--- src/rtl/snn_pkg.sv ---
// Shared definitions for the spiking-neuron datapath: default widths,
// the window FSM state type and a saturating increment helper.
package snn_pkg;

   localparam int SNN_CNT_W = 8;
   localparam int SNN_ISI_W = 8;

   typedef enum logic {
      IDLE = 1'b0,
      RUN  = 1'b1
   } win_state_t;

   // Increments val by one if inc is set, holding at 2^width-1 (width < 32).
   function automatic logic [31:0] sat_inc(input logic [31:0] val,
                                           input logic inc,
                                           input int unsigned width);
      logic [31:0] max_val;
      max_val = (width >= 32) ? 32'hFFFF_FFFF : ((32'd1 << width) - 32'd1);
      if (inc && (val < max_val)) begin
         return val + 32'd1;
      end
      return val;
   endfunction

endpackage

--- src/rtl/sat_counter.sv ---
// Saturating up-counter with enable and synchronous clear; clear beats enable.
// Count is registered (visible one cycle after the edge); no backpressure.
module sat_counter
   import snn_pkg::*;
#(
   parameter int W = 8
) (
   input  logic         clk,
   input  logic         rst_n,
   input  logic         en,
   input  logic         clr,
   input  logic         inc,
   output logic [W-1:0] cnt,
   output logic         at_max
);

   logic [W-1:0] cnt_q;
   logic [W-1:0] cnt_d;

   always_comb begin
      cnt_d = cnt_q;
      if (clr) begin
         cnt_d = '0;
      end else if (en) begin
         cnt_d = W'(sat_inc(32'(cnt_q), inc, W));
      end
   end

   always_ff @(posedge clk or negedge rst_n) begin
      if (!rst_n) begin
         cnt_q <= '0;
      end else begin
         cnt_q <= cnt_d;
      end
   end

   assign cnt    = cnt_q;
   assign at_max = (cnt_q == {W{1'b1}});

endmodule

--- src/rtl/lif_spike_monitor.sv ---
// Measures spike rate per programmable window and inter-spike interval of one spike train.
// Results registered with single-cycle strobes one cycle after the edge; no backpressure.
module lif_spike_monitor
   import snn_pkg::*;
#(
   parameter int WIN_W = 8,
   parameter int CNT_W = SNN_CNT_W,
   parameter int ISI_W = SNN_ISI_W
) (
   input  logic             clk,
   input  logic             rst_n,
   input  logic             ena,
   input  logic             spike_in,
   input  logic             clear,
   input  logic [WIN_W-1:0] window_len,
   output logic [CNT_W-1:0] rate_out,
   output logic             rate_valid,
   output logic             rate_sat,
   output logic [ISI_W-1:0] isi_out,
   output logic             isi_valid
);

   win_state_t       state_q, state_d;
   logic [WIN_W-1:0] win_len_q, win_len_d;
   logic [WIN_W-1:0] win_cnt_q, win_cnt_d;
   logic             sat_sticky_q, sat_sticky_d;
   logic             armed_q, armed_d;
   logic [CNT_W-1:0] rate_out_q, rate_out_d;
   logic             rate_valid_q, rate_valid_d;
   logic             rate_sat_q, rate_sat_d;
   logic [ISI_W-1:0] isi_out_q, isi_out_d;
   logic             isi_valid_q, isi_valid_d;

   logic [CNT_W-1:0] spk_cnt;
   logic             spk_at_max;
   logic             spk_en, spk_clr;
   logic [ISI_W-1:0] isi_cnt;
   logic             isi_at_max;
   logic             isi_en, isi_clr;
   logic [WIN_W-1:0] cur_len;
   logic             terminal;

   sat_counter #(.W(CNT_W)) u_spk_cnt (
      .clk    (clk),
      .rst_n  (rst_n),
      .en     (spk_en),
      .clr    (spk_clr),
      .inc    (spike_in),
      .cnt    (spk_cnt),
      .at_max (spk_at_max)
   );

   sat_counter #(.W(ISI_W)) u_isi_cnt (
      .clk    (clk),
      .rst_n  (rst_n),
      .en     (isi_en),
      .clr    (isi_clr),
      .inc    (1'b1),
      .cnt    (isi_cnt),
      .at_max (isi_at_max)
   );

   always_comb begin
      state_d      = state_q;
      win_len_d    = win_len_q;
      win_cnt_d    = win_cnt_q;
      sat_sticky_d = sat_sticky_q;
      armed_d      = armed_q;
      rate_out_d   = rate_out_q;
      rate_sat_d   = rate_sat_q;
      isi_out_d    = isi_out_q;
      rate_valid_d = 1'b0;
      isi_valid_d  = 1'b0;
      spk_en       = 1'b0;
      spk_clr      = 1'b0;
      isi_en       = 1'b0;
      isi_clr      = 1'b0;
      // The first edge of a fresh window uses the live length it is latching.
      cur_len      = (state_q == IDLE) ? window_len : win_len_q;
      terminal     = (win_cnt_q == cur_len);

      if (clear) begin
         state_d      = IDLE;
         win_cnt_d    = '0;
         sat_sticky_d = 1'b0;
         armed_d      = 1'b0;
         spk_clr      = 1'b1;
         isi_clr      = 1'b1;
      end else if (ena) begin
         if (state_q == IDLE) begin
            state_d   = RUN;
            win_len_d = window_len;
         end

         if (terminal) begin
            rate_out_d   = CNT_W'(sat_inc(32'(spk_cnt), spike_in, CNT_W));
            rate_sat_d   = sat_sticky_q | (spk_at_max & spike_in);
            rate_valid_d = 1'b1;
            win_cnt_d    = '0;
            win_len_d    = window_len;
            sat_sticky_d = 1'b0;
            spk_clr      = 1'b1;
         end else begin
            win_cnt_d    = win_cnt_q + WIN_W'(1);
            sat_sticky_d = sat_sticky_q | (spk_at_max & spike_in);
            spk_en       = 1'b1;
         end

         if (spike_in) begin
            isi_clr = 1'b1;
            if (armed_q) begin
               isi_out_d   = isi_at_max ? isi_cnt : (isi_cnt + ISI_W'(1));
               isi_valid_d = 1'b1;
            end else begin
               armed_d = 1'b1;
            end
         end else begin
            isi_en = 1'b1;
         end
      end
   end

   always_ff @(posedge clk or negedge rst_n) begin
      if (!rst_n) begin
         state_q      <= IDLE;
         win_len_q    <= '0;
         win_cnt_q    <= '0;
         sat_sticky_q <= 1'b0;
         armed_q      <= 1'b0;
         rate_out_q   <= '0;
         rate_valid_q <= 1'b0;
         rate_sat_q   <= 1'b0;
         isi_out_q    <= '0;
         isi_valid_q  <= 1'b0;
      end else begin
         state_q      <= state_d;
         win_len_q    <= win_len_d;
         win_cnt_q    <= win_cnt_d;
         sat_sticky_q <= sat_sticky_d;
         armed_q      <= armed_d;
         rate_out_q   <= rate_out_d;
         rate_valid_q <= rate_valid_d;
         rate_sat_q   <= rate_sat_d;
         isi_out_q    <= isi_out_d;
         isi_valid_q  <= isi_valid_d;
      end
   end

   assign rate_out   = rate_out_q;
   assign rate_valid = rate_valid_q;
   assign rate_sat   = rate_sat_q;
   assign isi_out    = isi_out_q;
   assign isi_valid  = isi_valid_q;

endmodule

--- config.mk ---
export PLATFORM = sky130hd
export DESIGN_NAME = lif_spike_monitor
export DESIGN_NICKNAME = d
export VERILOG_FILES = /design/src/rtl/snn_pkg.sv /design/src/rtl/sat_counter.sv /design/src/rtl/lif_spike_monitor.sv
export SDC_FILE = /design/constraint.sdc
export NUM_CORES = 1
export LEC_CHECK = 0
export ABC_CLOCK_PERIOD_IN_PS = 3100
export BUFFER_PORTS_ARGS = -buffer_cell sky130_fd_sc_hd__clkbuf_2
export CAP_MARGIN = 5
export CORE_UTILIZATION = 55
export CTS_CLUSTER_SIZE = 8
export DETAILED_ROUTE_END_ITERATION = 8
export PLACE_DENSITY = 0.73
export RECOVER_POWER = 25
export SYNTH_ARGS = -nofsm -noshare
export SYNTH_HDL_FRONTEND = slang
export SYNTH_SLANG_ARGS = --single-unit
export TNS_END_PERCENT = 20
--- constraint.sdc ---
create_clock -name clk -period 3.1 [get_ports clk]
set_input_delay 0.155 -clock clk [delete_from_list [all_inputs] [get_ports clk]]
set_output_delay 0.155 -clock clk [all_outputs]
set_load 0.02 [all_outputs]
==> impl_metrics.env, run 1 <==
export IMPL_tns_ns=0
export IMPL_insertion_delay_ns=0.31
export IMPL_setup_worst_path_start="state_q$_DFFE_PN0P_"
export IMPL_seq_area_frac_synth=0.435
export IMPL_yosys_area_share_xor_xnor=0.0507
export IMPL_synthAdderAreaFrac=0.0121
export IMPL_ioPinCount=32
export IMPL_syn_to_final_growth_pct=11.4
export IMPL_rrSetupSlack_ns=0.27
export IMPL_synthTopCellsByCount="nand2_1 (61), dfrtp_1 (54), a21oi_1 (26)"
export IMPL_cts_buffer_depth=2
export IMPL_synth_simple_area_share=0.241
export IMPL_worst_slew_pin_slew_ns=1.38
export IMPL_cts_root_buffer="clkbuf_8"
export IMPL_combPwrFrac=0.132
export IMPL_syn_inst=349
export IMPL_synth_most_common_cell="nand2_1"
export IMPL_postCtsSetupBuffers=0
export IMPL_status="finished, final reports clean"
export IMPL_switching_power_mw=0.384
export IMPL_post_cts_resized=0
export IMPL_fin_cells=451
export IMPL_die_x_um=77.2
export IMPL_cts_num_sinks=54
export IMPL_synthFlopType="dfrtp_1"
export IMPL_drc_errors=0
export IMPL_yosysTopAreaCell="dfrtp_1"
export IMPL_synth_area_um2=3110
export IMPL_rsz0062_at_grt="no"
export IMPL_netlist_area_leader_share=0.435
export IMPL_total_power_mw=1.44
export IMPL_final_max_slew_viol_count=0
export IMPL_cts_clk_slew_worst_paths_ns=0.10
export IMPL_clock_skew_ns=0.0124
export IMPL_initial_core_util=0.568
export IMPL_grt_pass1_wl_um=11600
export IMPL_synthArstFlopShare=1.00
export IMPL_final_core_util=0.632
export IMPL_timing_final_crit_share=0.912
export IMPL_avgSynthCellArea_um2=8.91
export IMPL_cp_data_arrival_time_ns=3.02
export IMPL_leakage_nw=1.54
export IMPL_dr_first_iter_drc_count=201
export IMPL_end_kind="flop"
export IMPL_path_class="flop to flop"
export IMPL_htreeDepth=2
export IMPL_routedWlPerCell_um=14.6
export IMPL_cp_required_ns=3.29
export IMPL_grt_pass1_vias=2510
export IMPL_drv_cap=0
export IMPL_totalWireLength_um=6610
export IMPL_synth_compound_area_frac=0.159
export IMPL_fin_crit_ns=2.83
export IMPL_max_freq_mhz=354
export IMPL_synth_area_top_cells="dfrtp_1 (43%), nand2_1 (7.4%), a21oi_1 (4.2%)"
export IMPL_nets=394
export IMPL_cp_start_kind="flop"
export IMPL_worst_path_max_fanout=12
export IMPL_sw_frac_of_total=0.267
export IMPL_grt_usage=0.243
export IMPL_grt_start_max_net_pins=31
export IMPL_p_int_mw=1.05
export IMPL_portBuffers=31
export IMPL_power_density_nw_per_um2=416
export IMPL_hp_class="input port to flop"
export IMPL_numCtsBuffers=5
export IMPL_synth_nets=365
export IMPL_hpwl_um=4690
export IMPL_tritoncts="yes"
export IMPL_antenna_found_initial=0
export IMPL_slew_headroom=0.0767
export IMPL_synth_edf_count=0
export IMPL_dr_pass1_iters=4
export IMPL_drive_above_1_share=0.145
export IMPL_power_frac_clock=0.331
export IMPL_ys_warn_count=0
export IMPL_synth_area_mux_share=0.0648
export IMPL_vias=2621
export IMPL_synth_top_family_by_area="simple AND/OR/NAND/NOR gates"
export IMPL_n_fill_cell=497
export IMPL_synth_cell_type_count=44
export IMPL_setup_viol=0
export IMPL_pwr_share_seq=0.537
export IMPL_antenna_cells=0
export IMPL_hold_viol=0
export IMPL_grt_overflow_total=0
export IMPL_r2r_start="state_q$_DFFE_PN0P_"
export IMPL_hp_start="window_len[4]"
export IMPL_core_area_um2=5470
export IMPL_synth_seq_cells=54
export IMPL_vdd_drop_max_uv=256
export IMPL_via_per_inst=5.81
export IMPL_die_y_um=77.2
export IMPL_dp_cells=442
export IMPL_gp_congestion=0.848
export IMPL_num_rows=27
export IMPL_dieArea_um2=5960
export IMPL_drtAntennaViolNets=0
worst max-delay path, cell delays in order (launching register included):
cell	delay, ns
dfrtp_1	0.69
mux2i_1	0.29
xnor2_1	0.10
or4_1	0.73
nor3_4	0.51
mux2_2	0.39
stage by stage:
step | hold WS (ns) | cell area (µm²) | worst slack (ns)
finish | 0.136 | 3460 | 0.272
global route | 0.131 | 3460 | 0.0580
CTS | 0.126 | 3470 | 0.232
detailed placement | 0.215 | 3340 | 0.235
global placement | 0.208 | 3340 | 0.368
floorplan | -0.141 | 3110 | 0.802
path summary, 6_finish.rpt:
kind,cells after the start,endpoint
min in group asynchronous,2,isi_out[3]$_DFFE_PN0P_
setup reg to reg,5,rate_out[1]$_DFFE_PN0P_
hold reg to reg,2,isi_out[0]$_DFFE_PN0P_
max in group asynchronous,3,u_spk_cnt.cnt[0]$_DFFE_PN0P_
setup / recovery,5,rate_out[1]$_DFFE_PN0P_
hold / removal,3,win_len_q[4]$_DFFE_PN0P_
cells in the final DEF (no fill, tap or decap), drive strengths merged, types with 2 or more instances in the layout:
master / count
a21oi: 26
and2: 3
and3: 9
and4: 2
buf: 12
clkbuf: 36
clkinv: 2
clkinvlp: 2
dfrtp: 54
ha: 3
inv: 3
mux2: 9
mux2i: 10
nand2: 61
nand3: 9
nand4: 11
nor2: 19
nor3: 9
nor3b: 14
nor4: 3
nor4b: 3
o2111ai: 3
o211ai: 10
o21a: 3
o21ai: 18
o22ai: 9
o31ai: 2
or3: 3
xnor2: 14
xor2: 4
flip-flops by register name, indices dropped and copies added, names as in the netlist:
name and flops:
rate_out 8, rate_sat 1, isi_out 8, win_cnt_q 8, state_q 1, win_len_q 8
isi_valid 1, rate_valid 1, u_spk_cnt.cnt 8, sat_sticky_q 1, armed_q 1, u_isi_cnt.cnt 8
cell families after synthesis:
logic type | count (synthesis)
muxes | 19
adders and majority gates | 3
buffers and inverters | 27
xor gates and xnor gates | 18
AOI/OAI and AO/OA | 80
DFF | 54
and+or+nand+nor | 148
cell type report:
cell class | instances | area (µm²) | area share
Clock buffer | 5 | 68.8 | 0.0199
Inverter | 5 | 18.8 | 0.00542
Sequential cell | 54 | 1350 | 0.390
Multi-Input combinational cell | 268 | 1640 | 0.474
Tap cell | 72 | 90.1 | 0.0260
Clock inverter | 3 | 45.0 | 0.0130
Timing Repair Buffer | 44 | 248 | 0.0716
routing by layer:
metal / wire length (µm) / track usage / vias up
met4: 60 / 0.0830 / 0
met2: 3260 / 0.416 / 55
li1: - / - / 1309
met5: 0 / 0 / -
met1: 3090 / 0.314 / 1250
met3: 200 / 0.0321 / 7
power by group through the flow:
stage / Clock, mW / Combinational (mW) / Sequential, mW
final: 0.476 / 0.191 / 0.773
after global routing: 0.514 / 0.216 / 0.779
after CTS: 0.494 / 0.194 / 0.773
after detailed placement: 0 / 0.192 / 0.787
after global placement: 0 / 0.188 / 0.786
after floorplan: 0 / 0.127 / 0.783
what timing repair did:
item / in CTS / in global routing
setup endpoints to repair: 0 / 0
endpoints found under the hold margin: 24 / 0
hold buffers: 1 / 0
Power figures use the tool's default switching activity.
==> run 2: changes to the inputs <==
--- a/config.mk
+++ b/config.mk
@@ -8,10 +8,10 @@
 export ABC_CLOCK_PERIOD_IN_PS = 3100
 export BUFFER_PORTS_ARGS = -buffer_cell sky130_fd_sc_hd__clkbuf_2
 export CAP_MARGIN = 5
-export CORE_UTILIZATION = 55
+export CORE_UTILIZATION = 30
 export CTS_CLUSTER_SIZE = 8
 export DETAILED_ROUTE_END_ITERATION = 8
-export PLACE_DENSITY = 0.73
+export PLACE_DENSITY = 0.44
 export RECOVER_POWER = 25
 export SYNTH_ARGS = -nofsm -noshare
 export SYNTH_HDL_FRONTEND = slang
==> impl_metrics.env, run 2 (synthesis gave the netlist of run 1 again) <==
export IMPL_status="finished, violations left"
export IMPL_violations="max-capacitance violations, max-slew violations"
export IMPL_cp_start_kind="flop"
export IMPL_insertion_delay_ns=0.31
export IMPL_clock_skew_ns=0.0137
export IMPL_grt_overflow_total=0
export IMPL_path_class="flop to flop"
export IMPL_drc_errors=0
export IMPL_htreeDepth=2
export IMPL_r2r_cells=5
export IMPL_die_y_um=104
export IMPL_rrSetupSlack_ns=0.33
export IMPL_top_layer_used="met4"
export IMPL_antenna_found_initial=0
export IMPL_max_freq_mhz=361
export IMPL_holdPathStages=3
export IMPL_routedWlPerCell_um=15.1
export IMPL_cts_root_buffer="clkbuf_8"
export IMPL_leakage_nw=1.54
export IMPL_ioPinCount=32
export IMPL_tns_ns=0
export IMPL_critical_path_top_delay_family="simple AND/OR/NAND/NOR gates"
export IMPL_hp_start="window_len[2]"
export IMPL_num_rows=36
export IMPL_hp_class="input port to flop"
export IMPL_drtAntennaViolNets=0
export IMPL_dr_pass1_iters=5
export IMPL_end_kind="flop"
export IMPL_tritoncts="yes"
export IMPL_worst_path_max_fanout=16
export IMPL_drv_cap=1
export IMPL_postCtsSetupBuffers=0
export IMPL_nets=393
export IMPL_antenna_cells=0
export IMPL_worst_slew_pin_slew_ns=2.16
export IMPL_via_per_inst=5.09
export IMPL_n_fill_cell=1075
export IMPL_hpwl_um=5320
export IMPL_power_density_nw_per_um2=399
export IMPL_cts_num_sinks=54
export IMPL_dieArea_um2=10800
export IMPL_totalWireLength_um=7700
export IMPL_initial_core_util=0.314
export IMPL_vias=2603
export IMPL_wl_met3_um=184
export IMPL_slowest_stage="dfrtp_1"
export IMPL_hold_viol=0
export IMPL_setup_worst_path_start="state_q$_DFFE_PN0P_"
export IMPL_final_max_slew_viol_count=39
export IMPL_cp_data_arrival_time_ns=2.96
export IMPL_syn_to_final_growth_pct=13.2
export IMPL_grt_pass1_vias=2579
export IMPL_critPathBufInv=0
export IMPL_rr_endpoint="rate_out[5]$_DFFE_PN0P_"
export IMPL_wl_met2_um=3670
export IMPL_vdd_drop_max_uv=194
export IMPL_drive_above_1_share=0.159
export IMPL_layout_commonest_cell="nand2_1"
export IMPL_hold_buffers=0
export IMPL_cpPeakStageDelay_ns=0.75
export IMPL_dr_first_iter_drc_count=130
export IMPL_setup_viol=0
export IMPL_wl_met1_um=3810
export IMPL_gp_congestion=0.748
export IMPL_r2r_start="state_q$_DFFE_PN0P_"
export IMPL_cts_clk_slew_worst_paths_ns=0.11
export IMPL_cp_required_ns=3.29
export IMPL_cp_depth=5
export IMPL_rsz0062_at_grt="no"
export IMPL_dp_worst_setup_slack_ns=0.294
export IMPL_cp_endpoint="rate_out[5]$_DFFE_PN0P_"
export IMPL_grt_usage=0.151
export IMPL_layout_setup_ws_ns=0.331
export IMPL_worstPathCellList="mux2i_1, xnor2_1, or4_1, nor3_4, mux2_2"
export IMPL_core_area_um2=9910
export IMPL_cts_buffer_depth=2
export IMPL_slew_headroom=-0.437
export IMPL_grt_start_max_net_pins=39
export IMPL_timing_final_crit_share=0.893
export IMPL_grt_pass1_wl_um=13200
export IMPL_die_x_um=104
export IMPL_post_cts_resized=0
export IMPL_portBuffers=31
export IMPL_layout_common_cells="nand2_1 (61), dfrtp_1 (54), clkbuf_2 (30), a21oi_1 (26), nor2_1 (19)"
export IMPL_fin_crit_ns=2.77
export IMPL_numCtsBuffers=5
## run 2: final cells by class
cell class	instances	area, µm²	share of cell area
inverters	5	18.8	0.00533
well taps	133	166	0.0473
flip-flops and latches	54	1350	0.384
clock buffers	6	82.6	0.0235
repair buffers	43	244	0.0693
multi-input cells	268	1640	0.466
clock inverters	2	16.3	0.00462
## run 2: per-layer routing
metal / vias to the layer above / global-route usage
li1: 1319 / -
met3: 2 / 0.0214
met1: 1252 / 0.205
met4: 0 / 0.0245
met2: 30 / 0.258
met5: - / 0
## run 2: worst register-to-register path, delay by kind of cell (launching register included)
family	cells	cell delay, ns
xor gates and xnor gates	1	0.11
DFF	1	0.75
muxes	2	0.69
and+or+nand+nor	2	1.10
## run 2: worst min-delay path by stage
stage | to | slack (ns)
after floorplan | armed_q$_DFFE_PN0P_ | -0.14
after global placement | isi_out[4]$_DFFE_PN0P_ | 0.37
after detailed placement | isi_out[7]$_DFFE_PN0P_ | 0.39
after CTS | isi_out[7]$_DFFE_PN0P_ | 0.03
after global routing | win_len_q[3]$_DFFE_PN0P_ | 0.14
final | win_len_q[2]$_DFFE_PN0P_ | 0.13
## run 2: per-stage QoR
stage / utilization / area, µm² / power [mW] / instances / hold slack, ns
global placement: 0.345 / 3420 / 0.985 / 503 / 0.372
floorplan: - / 3110 / 0.910 / 349 / -0.141
finish: 0.355 / 3520 / 1.40 / 511 / 0.133
CTS: 0.355 / 3520 / 1.44 / 511 / 0.0304
global route: 0.355 / 3520 / 1.48 / 511 / 0.139
detailed placement: 0.345 / 3420 / 0.986 / 503 / 0.386
## run 2: where the power goes
group	internal, mW	switching (mW)	leakage, nW
Sequential	0.739	0.0345	0.724
Clock	0.185	0.251	0.0478
Combinational	0.0762	0.119	0.773
==> run 3: changes to the inputs <==
--- a/config.mk
+++ b/config.mk
@@ -12,7 +12,6 @@
 export CTS_CLUSTER_SIZE = 8
 export DETAILED_ROUTE_END_ITERATION = 8
 export PLACE_DENSITY = 0.44
-export RECOVER_POWER = 25
 export SYNTH_ARGS = -nofsm -noshare
 export SYNTH_HDL_FRONTEND = slang
 export SYNTH_SLANG_ARGS = --single-unit
==> constraint.sdc (replaced) <==
create_clock -name clk -period 3.1 [get_ports clk]
set_input_delay 0.155 -clock clk [delete_from_list [all_inputs] [get_ports clk]]
set_output_delay 0.155 -clock clk [all_outputs]
set_load 0.05 [all_outputs]
==> impl_metrics.env, run 3 (synthesis gave the netlist of run 1 again) <==
export IMPL_routedWlPerCell_um=15.1
export IMPL_status="finished, violations left"
export IMPL_worstPathCellList="mux2i_1, xnor2_1, or4_1, nor3_4, mux2_2"
export IMPL_dp_cells=503
export IMPL_clock_skew_ns=0.0137
export IMPL_violations="negative hold slack"
export IMPL_cts_buffer_depth=2
export IMPL_total_power_mw=1.42
export IMPL_rsz0062_at_grt="no"
export IMPL_design_area_um2=3520
export IMPL_initial_core_util=0.314
export IMPL_path_class="flop to flop"
export IMPL_post_cts_resized=0
export IMPL_hold_buffers=0
export IMPL_drv_cap=0
export IMPL_worst_slew_pin_slew_ns=1.04
export IMPL_hp_class="input port to async pin"
export IMPL_cpPeakStageDelay_ns=0.75
export IMPL_dr_first_iter_drc_count=130
export IMPL_totalWireLength_um=7700
export IMPL_nets=393
export IMPL_fin_crit_ns=2.77
export IMPL_layout_common_cells="nand2_1 (61), dfrtp_1 (54), clkbuf_2 (31), a21oi_1 (26), nor2_1 (19)"
export IMPL_cp_data_arrival_time_ns=2.96
export IMPL_power_density_nw_per_um2=403
export IMPL_antenna_cells=0
export IMPL_n_fill_cell=1074
export IMPL_cts_num_sinks=54
export IMPL_grt_start_max_net_pins=39
export IMPL_tns_ns=0
export IMPL_hpwl_um=5320
export IMPL_fin_cells=511
export IMPL_ioPinCount=32
export IMPL_max_freq_mhz=361
export IMPL_die_x_um=104
export IMPL_drtAntennaViolNets=0
export IMPL_cts_clk_slew_worst_paths_ns=0.11
export IMPL_slowest_stage="dfrtp_1"
export IMPL_timing_final_crit_share=0.893
export IMPL_vias=2603
export IMPL_cp_start_kind="flop"
export IMPL_cp_required_ns=3.29
export IMPL_leakage_nw=1.55
export IMPL_dieArea_um2=10800
export IMPL_insertion_delay_ns=0.31
export IMPL_worst_path_max_fanout=16
export IMPL_setup_viol=0
export IMPL_end_kind="flop"
export IMPL_grt_usage=0.151
export IMPL_htreeDepth=2
export IMPL_drive_above_1_share=0.161
export IMPL_grt_pass1_vias=2579
export IMPL_antenna_found_initial=0
export IMPL_vdd_drop_max_uv=195
export IMPL_final_max_slew_viol_count=0
export IMPL_dr_pass1_iters=5
export IMPL_hold_viol=9
export IMPL_tritoncts="yes"
export IMPL_via_per_inst=5.09
export IMPL_cts_root_buffer="clkbuf_8"
export IMPL_die_y_um=104
export IMPL_core_area_um2=9910
export IMPL_grt_overflow_total=0
export IMPL_numCtsBuffers=5
export IMPL_slew_headroom=0.301
export IMPL_syn_to_final_growth_pct=13.2
export IMPL_postCtsSetupBuffers=0
export IMPL_num_rows=36
export IMPL_portBuffers=31
export IMPL_gp_congestion=0.748
export IMPL_drc_errors=0
export IMPL_layout_commonest_cell="nand2_1"
export IMPL_post_dp_cell_area_um2=3420
export IMPL_whs_ns=-0.00809
export IMPL_grt_pass1_wl_um=13200
run 3: cell types whose count changed in the layout (fill, tap and decap cells not counted):
cell and delta:
clkbuf_2 +1, clkbuf_1 -1
run 3: stage by stage:
step,worst slack (ns),utilization
floorplan,0.802,-
global placement,0.361,0.345
detailed placement,0.294,0.345
CTS,0.271,0.355
global route,0.191,0.355
finish,0.331,0.355
run 3: critical path, delay by kind of cell (launching register included):
kind | cells | cell delay, ns
flops | 1 | 0.75
xor+xnor | 1 | 0.11
mux | 2 | 0.69
simple gates | 2 | 1.10
run 3: final timing paths:
| kind | from | end | slack (ns) | cells past startpoint |
|---|---|---|---|---|
| max | state_q$_DFFE_PN0P_ | rate_out[5]$_DFFE_PN0P_ | 0.33 | 5 |
| min | rst_n | isi_out[7]$_DFFE_PN0P_ | -0.008 | 1 |
| max reg2reg | state_q$_DFFE_PN0P_ | rate_out[5]$_DFFE_PN0P_ | 0.33 | 5 |
| min reg2reg | isi_out[3]$_DFFE_PN0P_ | isi_out[3]$_DFFE_PN0P_ | 0.49 | 2 |
| max in group asynchronous | rst_n | win_cnt_q[3]$_DFFE_PN0P_ | 2.28 | 2 |
| min in group clk | window_len[2] | win_len_q[2]$_DFFE_PN0P_ | 0.13 | 3 |
run 3: final cells by class:
class | instances | area (µm²) | area share
Timing Repair Buffer | 43 | 245 | 0.0697
Tap cell | 133 | 166 | 0.0473
Clock buffer | 6 | 82.6 | 0.0235
Inverter | 5 | 18.8 | 0.00533
Sequential cell | 54 | 1350 | 0.384
Clock inverter | 2 | 16.3 | 0.00462
Multi-Input combinational cell | 268 | 1640 | 0.466
run 3: metal layers:
layer	GRT usage	up-vias	wire (µm)
li1	-	1319	-
met1	0.205	1252	3810
met2	0.258	30	3670
met3	0.0214	2	185
met4	0.0245	0	34
met5	0	-	0
run 3: power breakdown:
| group | total, mW | internal (mW) | switching [mW] |
|---|---|---|---|
| Clock | 0.436 | 0.185 | 0.251 |
| Combinational | 0.211 | 0.0763 | 0.135 |
| Sequential | 0.773 | 0.739 | 0.0345 |
| Total | 1.42 | 1.00 | 0.420 |
